[config.mk]
export PLATFORM = sky130hd
export DESIGN_NAME = lcd_cmd_sequencer
export DESIGN_NICKNAME = d
export VERILOG_FILES = /design/src/rtl/lcd_cmd_sequencer.sv
export SDC_FILE = /design/constraint.sdc
export NUM_CORES = 1
export LEC_CHECK = 0
export CORE_ASPECT_RATIO = 0.7
export CORE_UTILIZATION = 30
export CTS_CLUSTER_SIZE = 10
export DETAILED_ROUTE_END_ITERATION = 6
export PLACE_DENSITY = 0.63
export SKIP_CTS_REPAIR_TIMING = 1
export SYNTH_ARGS = -nofsm -noshare
export SYNTH_HDL_FRONTEND = slang
export SYNTH_SLANG_ARGS = --single-unit
[constraint.sdc]
create_clock -name clk -period 2.3 [get_ports clk]
set_input_delay 0.23 -clock clk [delete_from_list [all_inputs] [get_ports clk]]
set_output_delay 0.23 -clock clk [all_outputs]
set_load 0.01 [all_outputs]
[src/rtl/lcd_cmd_sequencer.sv]
// Character-LCD command sequencer for the io_lcd output word.
// Takes byte-wide command/data requests over valid/ready and generates
// HD44780-style bus timing: RS/DATA setup, EN pulse, hold, execution wait.
// Optional feature: define LCD_INIT_SEQ_EN to issue a built-in init sequence
// (0x38, 0x0C, 0x06, 0x01) after power-up, before the first IDLE.
module lcd_cmd_sequencer #(
    parameter int unsigned CNT_W      = 20,
    parameter int unsigned T_PWRUP    = 750000,
    parameter int unsigned T_SETUP    = 2,
    parameter int unsigned T_EN_HIGH  = 12,
    parameter int unsigned T_HOLD     = 2,
    parameter int unsigned T_CMD_WAIT = 2000,
    parameter int unsigned T_CLR_WAIT = 82000
) (
    input  logic        clk,
    input  logic        rst_n,
    input  logic        cmd_valid,
    input  logic        cmd_rs,
    input  logic [7:0]  cmd_data,
    output logic        cmd_ready,
    output logic        busy,
    output logic [31:0] io_lcd
);

    // Counter reload values: a timed state lasts exactly T_x cycles.
    localparam logic [CNT_W-1:0] LdPwrup = CNT_W'(T_PWRUP - 1);
    localparam logic [CNT_W-1:0] LdSetup = CNT_W'(T_SETUP - 1);
    localparam logic [CNT_W-1:0] LdEnHi  = CNT_W'(T_EN_HIGH - 1);
    localparam logic [CNT_W-1:0] LdHold  = CNT_W'(T_HOLD - 1);
    localparam logic [CNT_W-1:0] LdCmd   = CNT_W'(T_CMD_WAIT - 1);
    localparam logic [CNT_W-1:0] LdClr   = CNT_W'(T_CLR_WAIT - 1);
    localparam logic [CNT_W-1:0] CntOne  = CNT_W'(1);

    typedef enum logic [2:0] {
        StPwrup,
        StIdle,
        StSetup,
        StEnHi,
        StHold,
        StWait
    } state_e;

    state_e           state_q;
    logic [CNT_W-1:0] cnt_q;
    logic             on_q;
    logic             en_q;
    logic             rs_q;
    logic [7:0]       data_q;
    logic             is_clear;

`ifdef LCD_INIT_SEQ_EN
    // INIT phase: init_q marks it, idx_q selects the ROM byte in flight.
    logic       init_q;
    logic [1:0] idx_q;

    function automatic logic [7:0] init_byte(input logic [1:0] idx);
        case (idx)
            2'd0:    init_byte = 8'h38;
            2'd1:    init_byte = 8'h0C;
            2'd2:    init_byte = 8'h06;
            default: init_byte = 8'h01;
        endcase
    endfunction
`endif

    // Clear/home instructions need the long execution wait.
    assign is_clear = !rs_q && (data_q == 8'h01 || data_q == 8'h02 || data_q == 8'h03);

    // Handshake status decoded straight from the state register.
    assign cmd_ready = (state_q == StIdle);
    assign busy      = (state_q != StIdle);
    assign io_lcd    = {on_q, 20'h0_0000, en_q, rs_q, 1'b0, data_q};

    // Sequencer FSM with shared down-counter and registered bus outputs.
    always_ff @(posedge clk or negedge rst_n) begin
        if (!rst_n) begin
            state_q <= StPwrup;
            cnt_q   <= LdPwrup;
            on_q    <= 1'b0;
            en_q    <= 1'b0;
            rs_q    <= 1'b0;
            data_q  <= 8'h00;
`ifdef LCD_INIT_SEQ_EN
            init_q  <= 1'b1;
            idx_q   <= 2'd0;
`endif
        end else begin
            on_q <= 1'b1;
            case (state_q)
                StPwrup: begin
                    if (cnt_q == '0) begin
`ifdef LCD_INIT_SEQ_EN
                        state_q <= StSetup;
                        cnt_q   <= LdSetup;
                        rs_q    <= 1'b0;
                        data_q  <= init_byte(2'd0);
`else
                        state_q <= StIdle;
                        cnt_q   <= '0;
`endif
                    end else begin
                        cnt_q <= cnt_q - CntOne;
                    end
                end
                StIdle: begin
                    // Counter holds at zero; request bits captured only here.
                    if (cmd_valid) begin
                        state_q <= StSetup;
                        cnt_q   <= LdSetup;
                        rs_q    <= cmd_rs;
                        data_q  <= cmd_data;
                    end
                end
                StSetup: begin
                    if (cnt_q == '0) begin
                        state_q <= StEnHi;
                        cnt_q   <= LdEnHi;
                        en_q    <= 1'b1;
                    end else begin
                        cnt_q <= cnt_q - CntOne;
                    end
                end
                StEnHi: begin
                    if (cnt_q == '0) begin
                        state_q <= StHold;
                        cnt_q   <= LdHold;
                        en_q    <= 1'b0;
                    end else begin
                        cnt_q <= cnt_q - CntOne;
                    end
                end
                StHold: begin
                    if (cnt_q == '0) begin
                        state_q <= StWait;
                        cnt_q   <= is_clear ? LdClr : LdCmd;
                    end else begin
                        cnt_q <= cnt_q - CntOne;
                    end
                end
                StWait: begin
                    if (cnt_q == '0) begin
`ifdef LCD_INIT_SEQ_EN
                        if (init_q && idx_q != 2'd3) begin
                            // Next init byte goes straight to SETUP, no IDLE gap.
                            state_q <= StSetup;
                            cnt_q   <= LdSetup;
                            idx_q   <= idx_q + 2'd1;
                            data_q  <= init_byte(idx_q + 2'd1);
                        end else begin
                            init_q  <= 1'b0;
                            state_q <= StIdle;
                            cnt_q   <= '0;
                        end
`else
                        state_q <= StIdle;
                        cnt_q   <= '0;
`endif
                    end else begin
                        cnt_q <= cnt_q - CntOne;
                    end
                end
                default: begin
                    state_q <= StIdle;
                    cnt_q   <= '0;
                    en_q    <= 1'b0;
                end
            endcase
        end
    end

endmodule
==> results.sh <==
export IMPL_drive_above_1_share=0.188
export IMPL_worstSkewPairLatency_ns=0.29
export IMPL_hpwl_mm=3.43
export IMPL_port_buffers=24
export IMPL_grt_pass1_vias=1541
export IMPL_regArea_um2=867
export IMPL_grt_max_degree=35
export IMPL_yosys_top_cells_area="dfrtp_1 25%, dfstp_2 16%, buf_4 8.6%, mux2_2 4.9%, nand2_1 4.3%"
export IMPL_syn_area_per_cell_um2=9.22
export IMPL_post_place_cells=342
export IMPL_grt_pass1_wl_mm=8.05
export IMPL_std_cell_rows=25
export IMPL_first_iter_violations=119
export IMPL_clkTransAtPathRegs_ns=0.07
export IMPL_cp_max_fo=12
export IMPL_yosysWarnings=0
export IMPL_rsz0062_at_grt="false"
export IMPL_cts_buffers=5
export IMPL_crit_required_ns=2.07
export IMPL_finalSetupTns_ns=0
export IMPL_fin_crit_sh=0.921
export IMPL_fp_dieW_um=102
export IMPL_synth_top_cell_area_share=0.252
export IMPL_synth_edf_count=0
export IMPL_crit_type="flip-flop to output port"
export IMPL_area_delta_synth_final_pct=18.4
export IMPL_worst_setup_path_end_kind="output port"
export IMPL_cp_data_arrival_time_ns=1.89
export IMPL_numClockSinks=34
export IMPL_cts_root_buf="clkbuf_8"
export IMPL_cp_slowest_cell="clkdlybuf4s50_1"
export IMPL_worst_r2r_path_depth=8
export IMPL_die_y_um=71.7
export IMPL_cts_path_max_buffers=2
export IMPL_drt_total_wl_mm=4.68
export IMPL_diodes=0
export IMPL_fin_skew_ns=0.00499
export IMPL_seq_area_frac_synth=0.416
export IMPL_synthesis_area_um2=2080
export IMPL_via_per_inst=4.82
export IMPL_hp_class="input pin to async pin"
export IMPL_drcViolationCount=0
export IMPL_antenna_left=0
export IMPL_async_reset_ff_frac=1.00
export IMPL_vias=1687
export IMPL_ys_ff_latch=34
export IMPL_die_area_um2=7290
export IMPL_grtUsageTotal=0.148
export IMPL_start_util=0.310
export IMPL_grt_overflow=0
export IMPL_critPathLaunchType="flip-flop"
export IMPL_drv_cap=0
export IMPL_stdcell_count=350
export IMPL_cts_tree="yes"
export IMPL_slew_viol_final=0
export IMPL_pin_count=46
export IMPL_coreArea_um2=6730
export IMPL_fin_nets=269
export IMPL_synthCells=226
export IMPL_ir_drop_mv=0.188
export IMPL_p_leak_nw=1.02
export IMPL_ys_top_cells_by_count="24 x buf_4, 24 x nand2_1, 21 x dfrtp_1"
export IMPL_pwr_density_cell_nw_per_um2=454
export IMPL_n_fill_cell=675
export IMPL_multi_input_area_um2=1050
export IMPL_setup_viol=0
export IMPL_yosys_area_top_type="dfrtp_1"
export IMPL_synth_distinct_cells=48
export IMPL_cts_htree_levels=2
export IMPL_place_congestion=0.877
export IMPL_cpPeakStageDelay_ns=0.55
export IMPL_antenna_found_initial=0
export IMPL_synth_ff_type="dfrtp_1"
export IMPL_drtPass1Iterations=4
export IMPL_cp_cell_sequence="nor2_1, nand2_1, inv_1, clkdlybuf4s50_1"
export IMPL_finalHoldViolations=0
export IMPL_status="finished clean"
export IMPL_wl_per_cell_um=13.4
export IMPL_max_freq_mhz=472
export IMPL_layout_min_cycle_time_ns=2.12
-- power breakdown --
group | total [mW] | leakage, nW | switching, mW | internal [mW]
logic | 0.0497 | 0.566 | 0.0306 | 0.0191
registers | 0.600 | 0.406 | 0.000296 | 0.600
clock network | 0.471 | 0.0482 | 0.230 | 0.242
total | 1.12 | 1.02 | 0.261 | 0.861
-- final cells by class --
type / count / area share
clock buffers: 7 / 0.0350
well taps: 94 / 0.0477
flip-flops and latches: 34 / 0.351
inverters: 6 / 0.00913
clock inverters: 1 / 0.00203
multi-input cells: 173 / 0.424
repair buffers: 35 / 0.131
-- kinds of logic after synthesis --
logic type | count (synthesis) | synth area share
buf+inv | 39 | 0.118
flops | 34 | 0.416
compound gates | 57 | 0.183
simple gates | 82 | 0.214
other cells | 2 | 0.00360
fa+ha+maj | 2 | 0.0120
mux | 10 | 0.0535
-- sequential cells by signal (all words and copies together) (netlist names) --
name / flops
cnt_q: 20
data_q: 8
en_q: 1
on_q: 1
rs_q: 1
state_q: 3
-- routing by layer --
metal | vias to the layer above | track usage | wire (µm)
met5 | - | 0 | 0
met4 | 0 | 0.0531 | 62
met3 | 7 | 0.0361 | 339
met2 | 53 | 0.195 | 1830
met1 | 795 | 0.228 | 2450
li1 | 832 | - | -
-- stage by stage --
stage / hold slack, ns / power [mW] / setup slack [ns] / util / cell area, µm²
detailed placement: 0.492 / 0.661 / 0.244 / 0.353 / 2380
finish: 0.340 / 1.12 / 0.181 / 0.367 / 2470
global route: 0.398 / 1.17 / 0.0452 / 0.367 / 2470
floorplan: -0.0656 / 0.654 / 0.237 / - / 2160
CTS: 0.369 / 1.14 / 0.177 / 0.367 / 2470
global placement: 0.486 / 0.661 / 0.239 / 0.353 / 2380
-- placed cells by master, fill, tap and decap left out, types with 3 or more instances in the layout --
master           Yosys  final
nor2_1              18     18
a22o_1               3      3
dfrtp_1             21     21
inv_1                6      6
o41ai_1              4      4
nor3_1               5      5
a22oi_1              3      3
o21bai_1             3      3
clkdlybuf4s50_1      0     24
buf_4               24     11
o21ai_0             16     16
dfstp_2             13     13
o22ai_1              4      4
nand2_1             24     24
nand3_1              6      6
a21oi_1              8      8
nand4_1              5      5
nand2b_1             5      5
clkbuf_8             0      6
mux2_2               9      9
o31ai_1              4      4
o211ai_1             3      3
nor4_1               3      3
conb_1               2     22
-- final timing paths --
path                            start         to  slack (ns)
max in group asynchronous       rst_n   cnt_q[0]        1.59
max                        state_q[2]  cmd_ready        0.18
min                             rst_n       en_q        0.34
max reg2reg                  cnt_q[0]  cnt_q[16]        0.22
min in group clk            cnt_q[12]  cnt_q[12]        0.50
min reg2reg                 cnt_q[12]  cnt_q[12]        0.50
-- worst max-delay path, delay by kind of cell (launching register included) --
kind / cells / cell delay (ns)
buf+inv: 2 / 0.67
flops: 1 / 0.52
simple gates: 2 / 0.41
Power figures use the tool's default switching activity.
